## src/rtl/pb_event_pkg.sv

```systemverilog
// Shared definitions for the push-button event block: FSM state encodings
// and the board clock-rate constant shared with the debouncer.
package pb_event_pkg;

    // Encodings are fixed so other blocks and waveform viewers agree on them.
    typedef enum logic [1:0] {
        ST_IDLE   = 2'd0,
        ST_HELD   = 2'd1,
        ST_REPEAT = 2'd2
    } pb_state_t;

    // 50 MHz board clock: cycles per 1 ms tick.
    localparam int PB_CLK_PER_MS = 50000;

endpackage

```

## src/rtl/pb_event_ms_tick.sv

```systemverilog
// Free-running 1 ms strobe generator for a single clock domain.
// o_tick is high for one clk when the prescaler sits at CLK_PER_MS-1.
module ms_tick
    import pb_event_pkg::*;
#(
    parameter int CLK_PER_MS = PB_CLK_PER_MS
) (
    input  logic clk,
    input  logic rst_n,
    output logic o_tick
);

    localparam int CW = (CLK_PER_MS > 1) ? $clog2(CLK_PER_MS) : 1;
    localparam logic [CW-1:0] LAST = CW'(CLK_PER_MS - 1);

    logic [CW-1:0] r_cnt;
    logic          w_tick;

    assign w_tick = (r_cnt == LAST);
    assign o_tick = w_tick;

    // Prescaler counts 0..CLK_PER_MS-1 and wraps; never cleared by button activity.
    always_ff @(posedge clk or negedge rst_n) begin
        if (!rst_n) begin
            r_cnt <= '0;
        end else if (w_tick) begin
            r_cnt <= '0;
        end else begin
            r_cnt <= r_cnt + 1'b1;
        end
    end

endmodule

```

## src/rtl/pb_event.sv

```systemverilog
// Push-button event generator: turns a clean debounced level into one-cycle
// press / release / long-press / auto-repeat strobes and a held-time counter.
// All outputs are registered.
module pb_event
    import pb_event_pkg::*;
#(
    parameter int CLK_PER_MS = PB_CLK_PER_MS,
    parameter int LONG_MS    = 1000,
    parameter int REPEAT_MS  = 200,
    parameter int CNT_W      = 16
) (
    input  logic             clk,
    input  logic             rst_n,
    input  logic             i_pb_level,
    output logic             o_press,
    output logic             o_release,
    output logic             o_long_press,
    output logic             o_repeat,
    output logic             o_held,
    output logic [CNT_W-1:0] o_hold_ms
);

    localparam logic [CNT_W-1:0] LONG_THR = CNT_W'(LONG_MS);
    localparam logic [CNT_W-1:0] REP_THR  = CNT_W'(REPEAT_MS);

    // Increment that sticks at all-ones instead of wrapping.
    function automatic logic [CNT_W-1:0] sat_inc(input logic [CNT_W-1:0] v);
        return (&v) ? v : v + 1'b1;
    endfunction

    logic             r_sync1, r_sync2, r_prev;
    logic             w_rise, w_fall, w_tick;

    pb_state_t        r_state, w_state_nxt;
    logic [CNT_W-1:0] r_hold_ms, w_hold_nxt, w_hold_inc;
    logic [CNT_W-1:0] r_rep_cnt, w_rep_nxt, w_rep_inc;
    logic             r_press, r_release, r_long, r_repeat, r_held;
    logic             w_press_nxt, w_release_nxt, w_long_nxt, w_repeat_nxt, w_held_nxt;

    ms_tick #(
        .CLK_PER_MS (CLK_PER_MS)
    ) u_ms_tick (
        .clk    (clk),
        .rst_n  (rst_n),
        .o_tick (w_tick)
    );

    // Two-flop synchronizer plus a previous-value flop for edge detection.
    // Flops reset to 0, so a button already down at reset release is a press.
    always_ff @(posedge clk or negedge rst_n) begin
        if (!rst_n) begin
            r_sync1 <= 1'b0;
            r_sync2 <= 1'b0;
            r_prev  <= 1'b0;
        end else begin
            r_sync1 <= i_pb_level;
            r_sync2 <= r_sync1;
            r_prev  <= r_sync2;
        end
    end

    assign w_rise = r_sync2 & ~r_prev;
    assign w_fall = ~r_sync2 & r_prev;

    // Next-state and next-output logic; a release edge overrides any tick work.
    always_comb begin
        w_state_nxt   = r_state;
        w_hold_nxt    = r_hold_ms;
        w_rep_nxt     = r_rep_cnt;
        w_press_nxt   = 1'b0;
        w_release_nxt = 1'b0;
        w_long_nxt    = 1'b0;
        w_repeat_nxt  = 1'b0;
        w_hold_inc    = sat_inc(r_hold_ms);
        w_rep_inc     = r_rep_cnt + 1'b1;

        unique case (r_state)
            ST_IDLE: begin
                w_hold_nxt = '0;
                if (w_rise) begin
                    w_press_nxt = 1'b1;
                    w_state_nxt = ST_HELD;
                end
            end
            ST_HELD: begin
                if (w_fall) begin
                    w_release_nxt = 1'b1;
                    w_state_nxt   = ST_IDLE;
                end else if (w_tick) begin
                    w_hold_nxt = w_hold_inc;
                    if (w_hold_inc == LONG_THR) begin
                        w_long_nxt  = 1'b1;
                        w_rep_nxt   = '0;
                        w_state_nxt = ST_REPEAT;
                    end
                end
            end
            ST_REPEAT: begin
                if (w_fall) begin
                    w_release_nxt = 1'b1;
                    w_state_nxt   = ST_IDLE;
                end else if (w_tick) begin
                    w_hold_nxt = w_hold_inc;
                    if (w_rep_inc == REP_THR) begin
                        w_repeat_nxt = 1'b1;
                        w_rep_nxt    = '0;
                    end else begin
                        w_rep_nxt = w_rep_inc;
                    end
                end
            end
            default: begin
                w_state_nxt = ST_IDLE;
            end
        endcase

        w_held_nxt = (w_state_nxt != ST_IDLE);
    end

    // State, counters and registered strobes.
    always_ff @(posedge clk or negedge rst_n) begin
        if (!rst_n) begin
            r_state   <= ST_IDLE;
            r_hold_ms <= '0;
            r_rep_cnt <= '0;
            r_press   <= 1'b0;
            r_release <= 1'b0;
            r_long    <= 1'b0;
            r_repeat  <= 1'b0;
            r_held    <= 1'b0;
        end else begin
            r_state   <= w_state_nxt;
            r_hold_ms <= w_hold_nxt;
            r_rep_cnt <= w_rep_nxt;
            r_press   <= w_press_nxt;
            r_release <= w_release_nxt;
            r_long    <= w_long_nxt;
            r_repeat  <= w_repeat_nxt;
            r_held    <= w_held_nxt;
        end
    end

    assign o_press      = r_press;
    assign o_release    = r_release;
    assign o_long_press = r_long;
    assign o_repeat     = r_repeat;
    assign o_held       = r_held;
    assign o_hold_ms    = r_hold_ms;

endmodule

```

## config.mk

```make
export PLATFORM = sky130hd
export DESIGN_NAME = pb_event
export DESIGN_NICKNAME = d
export VERILOG_FILES = /design/src/rtl/pb_event_pkg.sv /design/src/rtl/pb_event_ms_tick.sv /design/src/rtl/pb_event.sv
export SDC_FILE = /design/constraint.sdc
export NUM_CORES = 1
export LEC_CHECK = 0
export BUFFER_PORTS_ARGS = -buffer_cell sky130_fd_sc_hd__clkbuf_2
export CAP_MARGIN = 20
export CORE_ASPECT_RATIO = 0.7
export CORE_MARGIN = 5
export CORE_UTILIZATION = 60
export CTS_BUF_LIST = sky130_fd_sc_hd__clkbuf_8
export CTS_CLUSTER_DIAMETER = 60
export CTS_CLUSTER_SIZE = 16
export DETAILED_ROUTE_END_ITERATION = 12
export GPL_ROUTABILITY_DRIVEN = 0
export PLACE_DENSITY = 0.84
export SETUP_SLACK_MARGIN = 0.02
export SLEW_MARGIN = 20
export SYNTH_ARGS = -nofsm -noshare
export SYNTH_HDL_FRONTEND = slang
export SYNTH_SLANG_ARGS = --single-unit
```

## constraint.sdc

```tcl
create_clock -name clk -period 8.45 [get_ports clk]
set_input_delay 0.4225 -clock clk [delete_from_list [all_inputs] [get_ports clk]]
set_output_delay 0.4225 -clock clk [all_outputs]
set_load 0.03 [all_outputs]
```

==> impl_metrics.json <==
{
  "fin_crit_sh_pct": 39.6,
  "ys.flop_type": "dfrtp_1",
  "p_sw_share_pct": 33.7,
  "dp_hpwl_mm": 6.45,
  "synth_area_per_cell_um2": 8.33,
  "power_leakage_uw": 0.00170,
  "clock_latency_ps": 350,
  "fin_ws_ps": 5100,
  "holdWs_ps": 178,
  "viasPerCell": 6.58,
  "synthesis.area_um2": 3610,
  "grt_start_max_net_pins": 59,
  "drt-pass1-iter-count": 6,
  "drc": 0,
  "crit_path_max_fanout": 9,
  "power_frac_clock_pct": 38.0,
  "vias": 3442,
  "post-route-util_pct": 68.4,
  "clockBufferDepth": 2,
  "crit_arrival_ps": 3570,
  "fin_nets": 453,
  "worstPathCellList": "ha_1, nand3_1, nor3_1, a41o_1, a21boi_0, and3_1, or3b_1, a21o_1, a221o_1",
  "routedWlPerCell_um": 17.5,
  "yosys_register_bits": 58,
  "yosysSeqAreaShare_pct": 40.2,
  "cts_setup_buffers": 0,
  "htree_levels": 3,
  "synthToLayoutAreaGrowth_pct": 9.41,
  "min_period_ps": 3350,
  "p_sw_uw": 258,
  "antenna_cells": 0,
  "path_class": "reg2reg",
  "min_path_type": "in2reg",
  "skew_ps": 10.1,
  "critPathLaunchType": "register",
  "place_ws_ps": 5250,
  "die_x_um": 103,
  "worstSetupEndpointType": "register",
  "holdPathEnd": "r_sync1",
  "grt.overflow.total": 0,
  "synth_fp_nets": 444,
  "timing.critical_path.slowest_stage_cell": "dfrtp_1",
  "peakVddDrop_mv": 0.182,
  "p_seq_share_pct": 40.2,
  "power.internal_uw": 506,
  "cts_buffers": 9,
  "routed_wirelength_mm": 9.16,
  "slew_violations": 0,
  "cap_violations": 0,
  "min_path_cells": 1,
  "grt_pass1_vias": 3005,
  "r2r_start": "o_hold_ms[0]",
  "cts_sinks": 58,
  "yosys_warnings": 0,
  "r2r_slack_ps": 5100,
  "cts_root_buf": "clkbuf_8",
  "synth_cell_type_count": 55,
  "tritoncts": "built",
  "synth_area_leaders": "dfrtp_1 (40%), nand2_1 (5.1%), a21oi_1 (4.8%)",
  "grt_pass1_wl_mm": 15.0,
  "track_usage_pct": 25.5,
  "synth_top_area_cell": "dfrtp_1",
  "antenna_found_initial": 0,
  "tightest_slew_ps": 728,
  "r2r_cells": 9,
  "placed_cells": 507,
  "p_comb_share_pct": 21.8,
  "io_pins": 24,
  "syn_inst": 434,
  "die_y_um": 74.9,
  "initial_core_util_pct": 62.5,
  "cts_hold_buf": 0,
  "netlist.area_leader.share_pct": 40.2,
  "drive_above_1_share_pct": 10.7,
  "hp-start": "i_pb_level",
  "slew_headroom_pct": 51.5,
  "cts_resized": 0,
  "final_cell_mix": "dfrtp_1 (58), nand2_1 (49), nor2_1 (42), a21oi_1 (35), o21ai_0 (27)",
  "cp.required_ps": 8670,
  "first_iter_violations": 444,
  "status": "finished, final reports clean",
  "layout_commonest_cell": "dfrtp_1",
  "ant_nets": 0,
  "power_density_nw_per_um2": 193,
  "async_flop_share_pct": 100,
  "coreArea_um2": 5780,
  "port_buffers": 23,
  "rows": 23,
  "setup_violations": 0,
  "reg2reg_to": "r_rep_cnt[15]",
  "synth_edf_count": 0,
  "path_clk_slew_ps": 70,
  "fin_cells": 523,
  "slowest_delay_ps": 480,
  "rsz0062_at_grt": "false",
  "finalSetupTns_ps": 0,
  "hold_viol_final": 0,
  "clock.fmax_ghz": 0.299,
  "dieArea_um2": 7700
}
==> metal layers <==
layer | global-route usage [%] | up-vias | routed length, µm
met4 | 8.19 | 0 | 114
met3 | 7.50 | 18 | 1020
met2 | 34.6 | 225 | 3810
met5 | 0 | - | 0
met1 | 38.7 | 1595 | 4220
li1 | - | 1604 | -
==> worst max-delay path by stage <==
stage / start / cells after the start / slack (ps) / end
2_1_floorplan: o_hold_ms[0] / 11 / 5450 / r_rep_cnt[11]
3_3_place_gp: o_hold_ms[0] / 9 / 5300 / r_rep_cnt[15]
3_5_place_dp: o_hold_ms[0] / 9 / 5250 / r_rep_cnt[13]
4_1_cts: o_hold_ms[0] / 9 / 5220 / r_rep_cnt[13]
5_1_grt: o_hold_ms[0] / 9 / 4920 / r_rep_cnt[15]
6_report: o_hold_ms[0] / 9 / 5100 / r_rep_cnt[15]
==> state kept, by name (all words and copies together), names as in the netlist, 2 cells and up <==
signal,cells
o_hold_ms,16
r_rep_cnt,16
u_ms_tick.r_cnt,16
r_state,2
==> area by class of cell <==
class | count | area (µm²)
timing repair buffer | 25 | 130
tap | 75 | 93.8
sequential | 58 | 1450
multi-input combinational | 336 | 2010
clock inverter | 7 | 101
inverter | 13 | 48.8
clock buffer | 9 | 124
fill | 456 | 1830
==> metrics by stage <==
step                total power [µW]  area (µm²)
floorplan                        421        3610
detailed placement               474        3730
finish                           764        3960
global placement                 471        3730
CTS                              766        3960
global route                     803        3960
==> synthesized netlist by cell type, types with 7 or more instances <==
master,number
xnor2_1,8
ha_1,7
nor2_1,42
a21oi_1,35
o31ai_1,8
nor3_1,10
xor2_1,9
dfrtp_1,58
and3_1,17
nand2_1,49
nand3_1,22
nand4_1,10
clkbuf_1,21
o21ai_0,27
or3_1,9
inv_1,13
==> worst max-delay path, delay by kind of cell, from the launching register on <==
kind                       cells  cell delay [ps]
AOI/OAI and AO/OA              4             1200
adders and majority gates      1              270
DFF                            1              480
and+or+nand+nor                4             1260
==> power groups by stage <==
stage | logic [µW] | registers (µW) | clock network (µW)
3_5_place_dp | 162 | 312 | 0
6_report | 166 | 307 | 291
5_1_grt | 181 | 309 | 312
3_3_place_gp | 160 | 311 | 0
4_1_cts | 163 | 307 | 297
2_1_floorplan | 90.9 | 330 | 0
==> logic make-up (layout without fill, tap and decap cells) <==
group | after synthesis | in the layout | share of synthesized area [%]
and+or+nand+nor | 195 | 195 | 27.7
AOI/OAI and AO/OA | 115 | 115 | 20.7
DFF | 58 | 58 | 40.2
buffers and inverters | 40 | 54 | 4.36
xor gates and xnor gates | 17 | 17 | 4.12
adders and majority gates | 7 | 7 | 2.42
muxes | 2 | 2 | 0.554
Note: power is estimated with default switching activity, not from simulation.
